### src/rtl/rv32i_pkg.sv
// Shared RV32I encodings and LSU state type, used by the LSU and the core's decoder.
package rv32i_pkg;

  localparam logic [2:0] F3_B  = 3'b000;
  localparam logic [2:0] F3_H  = 3'b001;
  localparam logic [2:0] F3_W  = 3'b010;
  localparam logic [2:0] F3_BU = 3'b100;
  localparam logic [2:0] F3_HU = 3'b101;

  localparam logic [4:0] OP_LOAD  = 5'b00000;
  localparam logic [4:0] OP_STORE = 5'b01000;

  typedef enum logic [1:0] {
    ST_IDLE,
    ST_REQ,
    ST_WAIT,
    ST_RESP
  } lsu_state_e;

endpackage

### src/rtl/rv32i_lsu_align.sv
// Combinational byte-lane logic: store replication/strobes, load extraction/extension,
// and the illegal-funct3 / misalignment check.
module rv32i_lsu_align
  import rv32i_pkg::*;
(
  input  logic        store,
  input  logic [2:0]  funct3,
  input  logic [1:0]  offset,
  input  logic [31:0] wdata,
  input  logic [31:0] rdata,
  output logic [31:0] lane_wdata,
  output logic [3:0]  wstrb,
  output logic [31:0] load_data,
  output logic        err
);

  logic [31:0] shifted;

  always_comb begin
    // NOTE: every output gets a default before the case so no path leaves it unassigned (no latch).
    lane_wdata = wdata;
    wstrb      = 4'b0000;
    err        = 1'b0;
    case (funct3)
      F3_B: begin
        lane_wdata = {4{wdata[7:0]}};
        wstrb      = 4'b0001 << offset;
      end
      F3_H: begin
        lane_wdata = {2{wdata[15:0]}};
        wstrb      = 4'b0011 << {offset[1], 1'b0};
        err        = offset[0];
      end
      F3_W: begin
        wstrb = 4'b1111;
        err   = (offset != 2'b00);
      end
      F3_BU:   err = store;
      F3_HU:   err = store | offset[0];
      default: err = 1'b1;
    endcase
    if (!store) wstrb = 4'b0000;
  end

  always_comb begin
    shifted = rdata >> {offset, 3'b000};
    case (funct3)
      F3_B:    load_data = {{24{shifted[7]}}, shifted[7:0]};
      F3_H:    load_data = {{16{shifted[15]}}, shifted[15:0]};
      F3_W:    load_data = shifted;
      F3_BU:   load_data = {24'h0, shifted[7:0]};
      F3_HU:   load_data = {16'h0, shifted[15:0]};
      default: load_data = 32'h0;
    endcase
  end

endmodule

### src/rtl/rv32i_lsu.sv
// Load/store unit: accepts one access at a time, runs the data-memory valid/ready
// handshake with a REQ+WAIT timeout, and returns extended load data or an error.
module rv32i_lsu
  import rv32i_pkg::*;
#(
  parameter int unsigned TIMEOUT_CYCLES = 255
) (
  input  logic        clk,
  input  logic        reset,
  input  logic        req_valid,
  output logic        req_ready,
  input  logic        req_store,
  input  logic [2:0]  req_funct3,
  input  logic [31:0] req_addr,
  input  logic [31:0] req_wdata,
  input  logic [4:0]  req_rd,
  output logic        rsp_valid,
  output logic [4:0]  rsp_rd,
  output logic [31:0] rsp_data,
  output logic        rsp_err,
  output logic        mem_valid,
  input  logic        mem_ready,
  output logic        mem_we,
  output logic [31:0] mem_addr,
  output logic [31:0] mem_wdata,
  output logic [3:0]  mem_wstrb,
  input  logic        mem_rvalid,
  input  logic [31:0] mem_rdata
);

  localparam int unsigned CW = (TIMEOUT_CYCLES > 1) ? $clog2(TIMEOUT_CYCLES) : 1;
  localparam logic [CW-1:0] CNT_LAST = CW'((TIMEOUT_CYCLES > 0) ? TIMEOUT_CYCLES - 1 : 0);
  localparam bit TO_EN = (TIMEOUT_CYCLES != 0);

  lsu_state_e  state;
  logic [CW-1:0] count;
  logic        lat_store;
  logic [2:0]  lat_funct3;
  logic [1:0]  lat_offset;

  logic        a_store;
  logic [2:0]  a_funct3;
  logic [1:0]  a_offset;
  logic [31:0] lane_wdata;
  logic [3:0]  lane_wstrb;
  logic [31:0] load_data;
  logic        acc_err;
  logic        timeout_hit;

  // In IDLE the align logic checks the incoming request; afterwards it extracts for the latched one.
  assign a_store  = (state == ST_IDLE) ? req_store  : lat_store;
  assign a_funct3 = (state == ST_IDLE) ? req_funct3 : lat_funct3;
  assign a_offset = (state == ST_IDLE) ? req_addr[1:0] : lat_offset;

  assign timeout_hit = TO_EN && (count == CNT_LAST);

  rv32i_lsu_align u_align (
    .store      (a_store),
    .funct3     (a_funct3),
    .offset     (a_offset),
    .wdata      (req_wdata),
    .rdata      (mem_rdata),
    .lane_wdata (lane_wdata),
    .wstrb      (lane_wstrb),
    .load_data  (load_data),
    .err        (acc_err)
  );

  // NOTE: all state and registered outputs use non-blocking assignments so every update sees pre-edge values.
  always_ff @(posedge clk or negedge reset) begin
    if (!reset) begin
      state      <= ST_IDLE;
      count      <= '0;
      lat_store  <= 1'b0;
      lat_funct3 <= 3'b000;
      lat_offset <= 2'b00;
      req_ready  <= 1'b1;
      rsp_valid  <= 1'b0;
      rsp_rd     <= 5'd0;
      rsp_data   <= 32'h0;
      rsp_err    <= 1'b0;
      mem_valid  <= 1'b0;
      mem_we     <= 1'b0;
      mem_addr   <= 32'h0;
      mem_wdata  <= 32'h0;
      mem_wstrb  <= 4'b0000;
    end else begin
      rsp_valid <= 1'b0;
      case (state)
        ST_IDLE: begin
          if (req_valid) begin
            lat_store  <= req_store;
            lat_funct3 <= req_funct3;
            lat_offset <= req_addr[1:0];
            rsp_rd     <= req_rd;
            rsp_data   <= 32'h0;
            rsp_err    <= 1'b0;
            count      <= '0;
            req_ready  <= 1'b0;
            mem_addr   <= {req_addr[31:2], 2'b00};
            mem_we     <= req_store;
            mem_wdata  <= req_store ? lane_wdata : 32'h0;
            mem_wstrb  <= lane_wstrb;
            if (acc_err) begin
              rsp_err   <= 1'b1;
              rsp_valid <= 1'b1;
              state     <= ST_RESP;
            end else begin
              mem_valid <= 1'b1;
              state     <= ST_REQ;
            end
          end
        end
        ST_REQ: begin
          if (!timeout_hit) count <= count + 1'b1;
          if (mem_ready) begin
            mem_valid <= 1'b0;
            if (lat_store) begin
              rsp_valid <= 1'b1;
              state     <= ST_RESP;
            end else begin
              state <= ST_WAIT;
            end
          end else if (timeout_hit) begin
            mem_valid <= 1'b0;
            rsp_err   <= 1'b1;
            rsp_valid <= 1'b1;
            state     <= ST_RESP;
          end
        end
        ST_WAIT: begin
          if (!timeout_hit) count <= count + 1'b1;
          if (mem_rvalid) begin
            rsp_data  <= load_data;
            rsp_valid <= 1'b1;
            state     <= ST_RESP;
          end else if (timeout_hit) begin
            rsp_err   <= 1'b1;
            rsp_valid <= 1'b1;
            state     <= ST_RESP;
          end
        end
        ST_RESP: begin
          req_ready <= 1'b1;
          state     <= ST_IDLE;
        end
        default: state <= ST_IDLE;
      endcase
    end
  end

endmodule
### config.mk
export PLATFORM = sky130hd
export DESIGN_NAME = rv32i_lsu
export DESIGN_NICKNAME = d
export VERILOG_FILES = /design/src/rtl/rv32i_pkg.sv /design/src/rtl/rv32i_lsu_align.sv /design/src/rtl/rv32i_lsu.sv
export SDC_FILE = /design/constraint.sdc
export NUM_CORES = 1
export LEC_CHECK = 0
export CAP_MARGIN = 10
export CORE_MARGIN = 3
export CORE_UTILIZATION = 45
export CTS_CLUSTER_DIAMETER = 150
export DETAILED_ROUTE_END_ITERATION = 8
export PLACE_DENSITY = 0.81
export SYNTH_ARGS = -nofsm -noshare
export SYNTH_HDL_FRONTEND = slang
export SYNTH_SLANG_ARGS = --single-unit
### constraint.sdc
create_clock -name clk -period 3.54 [get_ports clk]
set_input_delay 0.885 -clock clk [delete_from_list [all_inputs] [get_ports clk]]
set_output_delay 0.885 -clock clk [all_outputs]
set_load 0.02 [all_outputs]
==> parameters.txt, run 1 <==
Parameter                              Value

Clocking
  Clock slew at reported path FFs ... 0.05 ns
  CTS tree ... done
  Total number of clock tree sinks ... 123
  Level count of the clock H-tree ... 4
  Buffers from clock root to sink, at most ... 2
  # hold bufs at CTS ... 0
  Buffers inserted by post-CTS timing repair ... 0
  Worst skew pair latency ... 0.41 ns
  CTS buffer count ... 17
  Root Driver ... sky130_fd_sc_hd__clkbuf_16
  Number of cells upsized or downsized after cts ... 0

Cells and area
  Fraction of layout instances using a drive strength above 1 ... 12.9%
  Register area ... 0.00308 mm^2
  Area of the multi-input gates ... between 0.002 and 0.003 mm^2
  Core occupancy in the finished layout ... 69.0%
  Most common cell after layout, fill and taps aside ... sky130_fd_sc_hd__clkdlybuf4s50_1
  Fin cells ... a little over 900
  Syn-to-layout area delta ... 48.9%
  Filler cell count ... a little under 1000
  Count of nets after finishing ... 864
  ANT cells ... 0
  Summed area of non-filler cells in the final layout ... 0.00878 mm^2
  Most used cells in the layout excluding fill and tap cells ... 216 x sky130_fd_sc_hd__clkdlybuf4s50_1, 122 x sky130_fd_sc_hd__dfrtp_1, 95 x sky130_fd_sc_hd__nand2_1

Global routing
  Vias in the first global route ... about 5300
  Largest net degree at the start of global routing ... 124
  Global-route total usage across every layer ... 25.1%
  First-pass GRT wire length ... 28.3 mm
  Overflow left after global routing ... 0
  Number of antenna violations at the first check in global routing ... 0

Logic synthesis
  Synth warn ... 0
  FFs w/ async S/R, synth ... 100%
  Avg Cell Area, Syn ... 11.1 um^2
  Most used DFF post-synth ... sky130_fd_sc_hd__dfrtp_1
  Combined area of all synthesized cells ... a little under 0.006 mm^2
  Post-Syn Instances ... 531
  Flop and latch count out of synthesis ... about 120
  Sequential-to-total area share from yosys stat ... 52.2%
  Distinct cell type count of the synthesized netlist ... 55
  Number of enable-type register cells in the synthesized netlist ... 0

Setup path
  Arrival time worst endpoint ... approximately 3.4 ns
  Cell breakdown of the critical path ... inv_1 > ha_1 > mux2i_2 > buf_4 > nor2_4 > o2bb2ai_1 > a32oi_4 > o211ai_1
  Type of the setup path with the least slack ... flip-flop to flip-flop
  Critical-path top delay cell ... sky130_fd_sc_hd__ha_1
  Element type at the critical path start ... flip-flop
  Critical path endpoint category ... flip-flop
  Critical Path Max Stage Delay ... 0.61 ns
  Crit path max fanout ... 16
  Critical Path RT ... 3.79 ns

Timing
  Final hold slack ... 0.478 ns
  Slew Limit Fails ... 0
  Final setup violation count ... 0
  Setup repair after global routing missed its margin ... no
  Maximum achievable frequency ... 321 MHz
  Endpoints failing hold ... 0
  Sum of negative setup slack ... 0 ns
  Crit path time final ... 3.11 ns
  Post-Route Skew ... 0.00625 ns
  Final Cycle Share ... 88.0%
  Slew Limit Headroom ... between 40% and 50%
  Slew at the pin with the worst max-slew slack ... 0.756 ns

Die
  Die Wd ... 120 um
  # IOs ... 220
  Core area ... 0.0127 mm^2
  Overall die area ... 0.0145 mm^2
  Starting density of the core ... a little under half
  Row count ... 41
  Overall die height ... 120 um

Drt
  Vias per cell ... 5.62
  DRC violation total after the first TritonRoute iteration ... 508
  Overall routed net length ... 18.1 mm
  Remaining design rule violation count ... 0
  First drt pass iteration count ... 5
  Residual antenna-violating net count after detailed routing ... 0
  Via total after detailed routing ... between 5000 and 6000
  DR WL/cell ... 19.5 um

Place
  Placed wire-length estimate ... 13.5 mm
  Area after detailed placement ... between 0.008 and 0.009 mm^2
  Placed cell count ... 898
  Number of buffers added on ports ... between 200 and 250
  GP Congestion ... 0.884

Power and ir drop
  LEAKAGE ... between 3 and 4 nW
  Pwr/cell area ... 937 mW/mm^2
  Worst ir drop on vdd ... 0.574 mV

Flow run
  Max Cap Violations ... 0

Worst hold path
  Classification of the worst-slack hold path ... flip-flop to flip-flop

Outcome
  Outcome ... finished, final reports clean
registers in the layout (all words and copies together) (netlist names), 2 cells and up:
register    cells
rsp_data       32
mem_wstrb       4
lat_funct3      3
state           2
lat_offset      2
count           8
mem_addr       30
rsp_rd          5
mem_wdata      32
routing by layer:
metal	wire [um]	part of all wire, %	GRT usage [%]	vias up
met2	8880	49	41.4	256
met3	1480	8.1	6.69	37
li1	-	-	-	2364
met1	7310	40	32.0	2571
met4	485	2.7	9.14	0
met5	0	0	0	-
where the power goes:
| group | switching [mW] | internal [mW] | leakage [nW] |
|---|---|---|---|
| registers | 0.374 | 2.01 | 1.58 |
| clock network | 0.591 | 0.961 | 0.263 |
| logic | 2.29 | 2.00 | 2.00 |
| total | 3.26 | 4.97 | 3.84 |
cells by family (layout without fill, tap and decap cells):
family | Yosys count | count (layout) | share of synthesized area (%)
buf+inv | 39 | 266 | 3.10
mux | 81 | 81 | 15.3
simple gates | 151 | 151 | 11.5
xor+xnor | 6 | 6 | 0.891
fa+ha+maj | 8 | 8 | 1.70
flops | 123 | 123 | 52.2
other cells | 1 | 2 | 0.0636
compound gates | 122 | 122 | 15.3
final cells by class:
| cell class | instances | area share (%) |
|---|---|---|
| clock buffer | 25 | 5.64 |
| clock inverter | 7 | 0.456 |
| inverter | 7 | 0.299 |
| multi-input combinational | 370 | 30.1 |
| sequential | 123 | 35.1 |
| tap | 172 | 2.45 |
| timing repair buffer | 227 | 25.9 |
worst max-delay path: cells and delay by family, from the launching register on:
family          cells  cell delay (ns)
flops               1             0.41
mux                 1             0.39
compound gates      3             0.97
fa+ha+maj           1             0.61
buf+inv             2             0.45
simple gates        1             0.11
synthesized netlist by cell type, types with 3 or more instances:
cell type | count | area [um^2]
sky130_fd_sc_hd__nor3_1 | 3 | 15.0
sky130_fd_sc_hd__nor2_1 | 15 | 56.3
sky130_fd_sc_hd__buf_4 | 4 | 30.0
sky130_fd_sc_hd__nand4_1 | 3 | 18.8
sky130_fd_sc_hd__a21oi_1 | 7 | 35.0
sky130_fd_sc_hd__and3_1 | 3 | 18.8
sky130_fd_sc_hd__buf_2 | 5 | 25.0
sky130_fd_sc_hd__mux2i_1 | 35 | 350
sky130_fd_sc_hd__and2_1 | 3 | 18.8
sky130_fd_sc_hd__ha_1 | 8 | 100
sky130_fd_sc_hd__inv_1 | 7 | 26.3
sky130_fd_sc_hd__o211ai_1 | 7 | 52.6
sky130_fd_sc_hd__buf_1 | 5 | 18.8
sky130_fd_sc_hd__nand2_1 | 96 | 360
sky130_fd_sc_hd__clkbuf_1 | 16 | 60.1
sky130_fd_sc_hd__xor2_1 | 6 | 52.6
sky130_fd_sc_hd__a32o_1 | 7 | 70.1
sky130_fd_sc_hd__dfrtp_1 | 122 | 3050
sky130_fd_sc_hd__a22o_1 | 7 | 61.3
sky130_fd_sc_hd__a22oi_1 | 17 | 128
sky130_fd_sc_hd__mux2_2 | 41 | 462
sky130_fd_sc_hd__o22ai_1 | 6 | 37.5
sky130_fd_sc_hd__o21ai_0 | 40 | 200
sky130_fd_sc_hd__nand3_1 | 13 | 65.1
sky130_fd_sc_hd__o2bb2ai_1 | 8 | 70.1
sky130_fd_sc_hd__a222oi_1 | 8 | 80.1
through the flow:
stage	worst slack, ns	total power, mW
after floorplan	1.10	4.87
after global placement	0.391	6.54
after detailed placement	0.320	6.66
after CTS	0.420	8.23
after global routing	0.199	8.68
final	0.426	8.23
final timing paths:
path	startpoint	end	slack, ns	cells after the start
min reg2reg	mem_wdata[13]$_DFFE_PN0P_	mem_wdata[13]$_DFFE_PN0P_	0.48	2
max in group asynchronous	reset	count[6]$_DFFE_PN0P_	2.49	2
min in group asynchronous	reset	mem_wdata[4]$_DFFE_PN0P_	0.57	2
min	mem_wdata[13]$_DFFE_PN0P_	mem_wdata[13]$_DFFE_PN0P_	0.48	2
max reg2reg	state[0]$_DFFE_PN0N_	rsp_data[21]$_DFFE_PN0P_	0.43	8
max	state[0]$_DFFE_PN0N_	rsp_data[21]$_DFFE_PN0P_	0.43	8
(Power assumes the default switching activity.)
==> inputs of run 2 (changes only) <==
Settings changed: GPL_ROUTABILITY_DRIVEN set to 0.
Clock period 3.54 ns to 3.5 ns, I/O delays scaled along.
==> parameters.txt, run 2 (synthesis results as in run 1) <==
Parameter                              Value

Die
  Overall die area ... 0.0145 mm^2 (unchanged)
  Row count ... 41 (unchanged)
  Core area ... 0.0127 mm^2 (unchanged)
  Die Wd ... 120 um (unchanged)
  # IOs ... 220 (unchanged)
  Overall die height ... 120 um (unchanged)
  Starting density of the core ... 46.4% (unchanged)

Global routing
  Largest net degree at the start of global routing ... 59 (-52%)
  Overflow left after global routing ... 0 (unchanged)
  Number of antenna violations at the first check in global routing ... 0 (unchanged)
  Global-route total usage across every layer ... 25.4% (+0.32 points)
  First-pass GRT wire length ... 29.1 mm (+2.9%)
  Vias in the first global route ... 5519 (+4.2%)

Flow run
  Max Cap Violations ... 0 (unchanged)

Cells and area
  Largest registers ... mem_wdata x32, rsp_data x32, mem_addr x30
  Count of nets after finishing ... 869 (+0.58%)
  Fraction of layout instances using a drive strength above 1 ... 13.9% (+0.96 points)
  Filler cell count ... 952 (-4.2%)
  ANT cells ... 0 (unchanged)
  Most used cells in the layout excluding fill and tap cells ... 216 x sky130_fd_sc_hd__clkdlybuf4s50_1, 122 x sky130_fd_sc_hd__dfrtp_1, 95 x sky130_fd_sc_hd__nand2_1
  Core occupancy in the finished layout ... 69.9% (+0.87 points)
  Most common cell after layout, fill and taps aside ... sky130_fd_sc_hd__clkdlybuf4s50_1
  Syn-to-layout area delta ... 50.7%

Clocking
  # hold bufs at CTS ... 0 (unchanged)
  CTS tree ... done
  Level count of the clock H-tree ... 4 (unchanged)
  Worst skew pair latency ... 0.41 ns (about the same)
  CTS buffer count ... 17 (unchanged)
  Root Driver ... sky130_fd_sc_hd__clkbuf_16
  Clock slew at reported path FFs ... 0.06 ns (about the same)
  Buffers from clock root to sink, at most ... 2 (unchanged)
  Total number of clock tree sinks ... 123 (unchanged)
  Buffers inserted by post-CTS timing repair ... 0 (unchanged)
  Number of cells upsized or downsized after cts ... 0 (unchanged)

Place
  Placed wire-length estimate ... 13.7 mm (+1.4%)
  Number of buffers added on ports ... 217 (unchanged)

Setup path
  Crit path max fanout ... 16 (unchanged)
  Critical path endpoint category ... flip-flop
  Crit-path leading delay family ... compound AO/OA/AOI/OAI gates
  Critical path depth in cells ... 8 (unchanged)
  Reg-to-Reg End ... rsp_data[18]$_DFFE_PN0P_
  Cell breakdown of the critical path ... inv_1 > ha_1 > mux2i_2 > buf_4 > nor2_4 > o2bb2ai_1 > a32oi_4 > o211ai_1
  Critical Path Max Stage Delay ... 0.62 ns (about the same)
  Internal reg-to-reg setup slack ... 0.37 ns (-0.05 ns)
  CP bufs+invs ... 2 (unchanged)
  Launch instance of the worst register-to-register path ... state[1]$_DFFE_PN0N_
  Type of the setup path with the least slack ... flip-flop to flip-flop
  Arrival time worst endpoint ... 3.37 ns (about the same)
  Critical Path RT ... 3.74 ns (-0.05 ns)
  Element type at the critical path start ... flip-flop
  Count of cells along the worst register-to-register path ... 8 (unchanged)
  Critical-path top delay cell ... sky130_fd_sc_hd__ha_1

Drt
  Via total after detailed routing ... 5312 (+1.6%)
  First drt pass iteration count ... 6 (+1)
  Vias per cell ... 5.68 (+1.1%)
  Residual antenna-violating net count after detailed routing ... 0 (unchanged)
  Overall routed net length ... 18.3 mm (+0.80%)
  DR WL/cell ... 19.5 um (+0.27%)
  DRC violation total after the first TritonRoute iteration ... 617 (+21%)
  Remaining design rule violation count ... 0 (unchanged)

Worst hold path
  Classification of the worst-slack hold path ... flip-flop to flip-flop
  End point of the worst hold path ... mem_wdata[13]$_DFFE_PN0P_
  Hold Path Depth ... 2 (unchanged)
  Worst hold start ... mem_wdata[13]$_DFFE_PN0P_

Power and ir drop
  Worst ir drop on vdd ... 0.476 mV (-17%)
  Tot Pwr ... 8.64 mW (+5.0%)
  Pwr/cell area ... 972 mW/mm^2 (+3.7%)
  LEAKAGE ... 3.90 nW (+1.4%)

Timing
  Maximum achievable frequency ... 320 MHz (-0.45%)
  Sum of negative setup slack ... 0 ns (unchanged)
  Slew Limit Headroom ... 47.8% (-1.8 points)
  Final setup violation count ... 0 (unchanged)
  Final hold slack ... 0.476 ns (-0.00140 ns)
  Endpoints failing hold ... 0 (unchanged)
  Setup repair after global routing missed its margin ... no
  Post-Route Skew ... 0.00592 ns (-0.000334 ns)
  Slew at the pin with the worst max-slew slack ... 0.782 ns (+0.0268 ns)
  Final Cycle Share ... 89.4% (+1.4 points)
  Crit path time final ... 3.13 ns (+0.0139 ns)
  Slew Limit Fails ... 0 (unchanged)

Outcome
  Outcome ... finished, final reports clean
## run 2: worst min-delay path: cells and delay by family (launching register included)
| kind | cells | cell delay (ns) |
|---|---|---|
| compound gates | 1 | 0.06 |
| simple gates | 1 | 0.05 |
| flops | 1 | 0.34 |
## run 2: worst max path at each step
stage                    startpoint                        to  slack, ns
2_1_floorplan           req_addr[0]  rsp_data[23]$_DFFE_PN0P_       1.07
3_3_place_gp          req_funct3[1]  rsp_data[21]$_DFFE_PN0P_       0.41
3_5_place_dp          req_funct3[1]  rsp_data[18]$_DFFE_PN0P_       0.29
4_1_cts        state[1]$_DFFE_PN0N_  rsp_data[18]$_DFFE_PN0P_       0.39
5_1_grt        state[1]$_DFFE_PN0N_  rsp_data[20]$_DFFE_PN0P_       0.15
6_report       state[1]$_DFFE_PN0N_  rsp_data[18]$_DFFE_PN0P_       0.37
## run 2: per-layer routing
| layer | wire length, um | up-vias | GRT usage [%] |
|---|---|---|---|
| met1 | 7020 | 2619 | 31.4 |
| met4 | 490 | 0 | 10.1 |
| li1 | - | 2380 | - |
| met5 | 0 | - | 0 |
| met3 | 1530 | 42 | 6.69 |
| met2 | 9250 | 271 | 42.7 |
## run 2: area by class of cell
type,instances,area (um^2),share of cell area (%)
clock buffer,21,470,5.29
tap,172,215,2.42
multi-input combinational,370,2650,29.8
clock inverter,11,166,1.87
timing repair buffer,232,2290,25.7
sequential,123,3080,34.6
inverter,7,26.3,0.296
## run 2: stage by stage
stage	area [um^2]	setup WS (ns)	instances
2_1_floorplan	5900	1.07	532
3_3_place_gp	8240	0.408	903
3_5_place_dp	8240	0.286	903
4_1_cts	8880	0.394	935
5_1_grt	8890	0.145	936
6_report	8890	0.372	936
## run 2: report_power, final
group          total (mW)  switching [mW]  internal [mW]
Sequential           2.42           0.387           2.03
Clock                1.86           0.612           1.24
Combinational        4.37            2.35           2.02
Total                8.64            3.35           5.29
==> inputs of run 3 (changes only) <==
Settings changed: CORE_MARGIN 3 to 5, PLACE_DENSITY 0.81 to 0.79, SLEW_MARGIN set to 10, SYNTH_HIERARCHICAL set to 1.
==> parameters.txt, run 3 <==
Parameter                              Value

Timing
  Final Cycle Share ... 82.3% (-7.0 points)
  Setup repair after global routing missed its margin ... no
  Final Worst Setup Slack ... 0.618 ns (+0.246 ns)
  Slew Limit Headroom ... 31.9% (-16 points)
  Maximum achievable frequency ... 347 MHz (+8.5%)
  Endpoints failing hold ... 0 (unchanged)
  Final setup violation count ... 0 (unchanged)
  Sum of negative setup slack ... 0 ns (unchanged)
  Crit path time final ... 2.88 ns (-0.246 ns)
  Slew at the pin with the worst max-slew slack ... 1.02 ns (+0.239 ns)
  Slew Limit Fails ... 0 (unchanged)
  Post-Route Skew ... 0.00613 ns (+0.000213 ns)

Die
  Overall die height ... 130 um (+8.0%)
  # IOs ... 220 (unchanged)
  Core area ... 0.0144 mm^2 (+13%)
  Overall die area ... 0.0169 mm^2 (+17%)
  Row count ... 44 (+7.3%)
  Die Wd ... 130 um (+8.0%)
  Starting density of the core ... 45.2% (-1.1 points)

Power and ir drop
  Worst ir drop on vdd ... 0.513 mV (+7.7%)
  Power dissipated by switching net loads ... 3.70 mW (+10%)
  LEAKAGE ... 4.20 nW (+7.8%)
  Share of total power in the clock network ... 21.2% (-0.3 points)
  Pint ... 5.67 mW (+7.1%)
  Switching power share of the total ... 39.5% (+0.74 points)
  Sequential group share of total power ... 26.1% (-1.9 points)
  Power share of the combinational group ... 52.7% (+2.2 points)
  Pwr/cell area ... 995 mW/mm^2 (+2.3%)

Setup path
  Crit path max fanout ... 23 (+7)
  Critical Path Max Stage Delay ... 0.62 ns (about the same)
  Critical Path RT ... 3.84 ns (+0.10 ns)
  Type of the setup path with the least slack ... flip-flop to flip-flop
  Arrival time worst endpoint ... 3.22 ns (-0.15 ns)
  Launch instance of the worst register-to-register path ... state[0]$_DFFE_PN0N_
  Reg-to-Reg End ... rsp_data[15]$_DFFE_PN0P_
  Cell breakdown of the critical path ... inv_1 > ha_1 > mux2_2 > nor3b_1 > or2_2 > a22oi_1 > a21oi_1 > nand3_1 > nand2_1
  Critical-path top delay cell ... sky130_fd_sc_hd__nor3b_1
  Critical path endpoint category ... flip-flop
  Count of cells along the worst register-to-register path ... 9 (+1)
  Internal reg-to-reg setup slack ... 0.62 ns (+0.25 ns)
  Element type at the critical path start ... flip-flop

Clocking
  # hold bufs at CTS ... 0 (unchanged)
  Worst skew pair latency ... 0.41 ns (about the same)
  Root Driver ... sky130_fd_sc_hd__clkbuf_16
  Total number of clock tree sinks ... 123 (unchanged)
  CTS buffer count ... 17 (unchanged)
  CTS tree ... done
  Buffers from clock root to sink, at most ... 2 (unchanged)
  Clock slew at reported path FFs ... 0.05 ns (about the same)
  Buffers inserted by post-CTS timing repair ... 0 (unchanged)
  Number of cells upsized or downsized after cts ... 0 (unchanged)
  Level count of the clock H-tree ... 4 (unchanged)

Drt
  First drt pass iteration count ... 4 (-2)
  DR WL/cell ... 16.8 um (-14%)
  Vias per cell ... 5.17 (-9.0%)
  Via total after detailed routing ... 5532 (+4.1%)
  Remaining design rule violation count ... 0 (unchanged)
  DRC violation total after the first TritonRoute iteration ... 298 (-52%)
  Residual antenna-violating net count after detailed routing ... 0 (unchanged)
  Overall routed net length ... 18.0 mm (-1.4%)

Cells and area
  Largest registers ... mem_wdata x32, rsp_data x32, mem_addr x30
  Fraction of layout instances using a drive strength above 1 ... 14.1% (+0.22 points)
  Count of nets after finishing ... 992 (+14%)
  Most common cell after layout, fill and taps aside ... sky130_fd_sc_hd__clkdlybuf4s50_1
  ANT cells ... 0 (unchanged)
  Most used cells in the layout excluding fill and tap cells ... 216 x sky130_fd_sc_hd__clkdlybuf4s50_1, 160 x sky130_fd_sc_hd__nand2_1, 122 x sky130_fd_sc_hd__dfrtp_1
  Syn-to-layout area delta ... 44.9%

Logic synthesis
  Avg Cell Area, Syn ... 9.60 um^2 (-14%)
  Post-Syn Instances ... 677 (+27%)
  Dominant cell by count in the synthesized netlist ... sky130_fd_sc_hd__nand2_1
  Area leader, netlist ... sky130_fd_sc_hd__dfrtp_1
  Combined area of all synthesized cells ... 0.00650 mm^2 (+10%)
  Top-area cell type share of the netlist area ... 47.0% (-4.8 points)
  Number of enable-type register cells in the synthesized netlist ... 0 (unchanged)
  Sequential-to-total area share from yosys stat ... 47.4% (-4.8 points)
  Top cell types by occurrence after synthesis ... 161 x sky130_fd_sc_hd__nand2_1, 122 x sky130_fd_sc_hd__dfrtp_1, 68 x sky130_fd_sc_hd__mux2_2
  Flop and latch count out of synthesis ... 123 (unchanged)
  Top cells by area in the synthesized netlist ... sky130_fd_sc_hd__dfrtp_1 47%, sky130_fd_sc_hd__mux2_2 12%, sky130_fd_sc_hd__nand2_1 9.3%
  FFs w/ async S/R, synth ... 100% (unchanged)
  Most used DFF post-synth ... sky130_fd_sc_hd__dfrtp_1
  Distinct cell type count of the synthesized netlist ... 53 (-3.6%)
  Synth warn ... 6 (+6)

Worst hold path
  Hold Path Depth ... 2 (unchanged)
  Classification of the worst-slack hold path ... flip-flop to flip-flop
  Worst hold start ... rsp_data[7]$_DFFE_PN0P_
  End point of the worst hold path ... rsp_data[7]$_DFFE_PN0P_

Place
  Placed wire-length estimate ... 13.5 mm (-0.95%)
  Number of buffers added on ports ... 217 (unchanged)
  Worst slack after detailed placement ... 0.382 ns (+0.0959 ns)

Global routing
  Largest net degree at the start of global routing ... 60 (+1.7%)
  Vias in the first global route ... 5421 (-1.8%)
  Number of antenna violations at the first check in global routing ... 0 (unchanged)
  Global-route total usage across every layer ... 21.2% (-4.2 points)
  Overflow left after global routing ... 0 (unchanged)
  First-pass GRT wire length ... 28.0 mm (-3.6%)

Flow run
  Max Cap Violations ... 0 (unchanged)

Outcome
  Outcome ... finished, final reports clean
-- run 3: power by group through the flow --
stage,registers (mW),clock network (mW),logic [mW]
floorplan,3.12,0,2.44
global placement,2.43,0,4.89
detailed placement,2.47,0,4.94
CTS,2.45,2.03,4.97
global route,2.53,2.10,5.35
finish,2.44,1.99,4.93
-- run 3: kinds of logic after synthesis --
| group | share of synthesized area [%] |
|---|---|
| simple gates | 17.5 |
| mux | 16.2 |
| buf+inv | 5.45 |
| flops | 47.4 |
| compound gates | 11.8 |
| other cells | 0.0577 |
| fa+ha+maj | 1.54 |
-- run 3: through the flow --
step                total power, mW  cell area (um^2)  cells  util (%)  hold WS (ns)
finish                         9.37              9420   1071      65.5         0.463
CTS                            9.45              9420   1071      65.5         0.468
global placement               7.32              8740   1039      60.8         0.450
floorplan                      5.56              6500    678         -         0.475
global route                   9.99              9420   1071      65.5         0.486
detailed placement             7.41              8740   1039      60.8         0.456
-- run 3: worst max path at each step --
stage                               startpoint                  endpoint  slack, ns  depth (start not counted)
after floorplan           state[0]$_DFFE_PN0N_     mem_valid$_DFFE_PN0P_       0.79                         11
after global placement           req_funct3[0]  rsp_data[15]$_DFFE_PN0P_       0.39                          8
after detailed placement         req_funct3[0]  rsp_data[15]$_DFFE_PN0P_       0.38                          8
after CTS                 state[0]$_DFFE_PN0N_  rsp_data[15]$_DFFE_PN0P_       0.67                          9
after global routing      state[0]$_DFFE_PN0N_  rsp_data[15]$_DFFE_PN0P_       0.34                          9
final                     state[0]$_DFFE_PN0N_  rsp_data[15]$_DFFE_PN0P_       0.62                          9
-- run 3: per-layer routing --
| metal | GRT usage [%] | part of all wire [%] |
|---|---|---|
| met2 | 35.6 | 50 |
| met5 | 0 | 0 |
| met4 | 9.90 | 3.1 |
| met1 | 26.0 | 41 |
| met3 | 4.67 | 5.5 |
-- run 3: critical path: cells and delay by family (launching register included) --
family	cells	cell delay, ns
simple gates	4	1.03
mux	1	0.60
flops	1	0.43
fa+ha+maj	1	0.39
compound gates	2	0.22
buf+inv	1	0.14
-- run 3: final cells by class --
cell class | instances | area (um^2)
clock inverters | 12 | 218
clock buffers | 20 | 457
fillers | 1168 | 4950
repair buffers | 232 | 2320
flip-flops and latches | 123 | 3080
inverters | 10 | 37.5
multi-input cells | 490 | 3070
well taps | 184 | 230
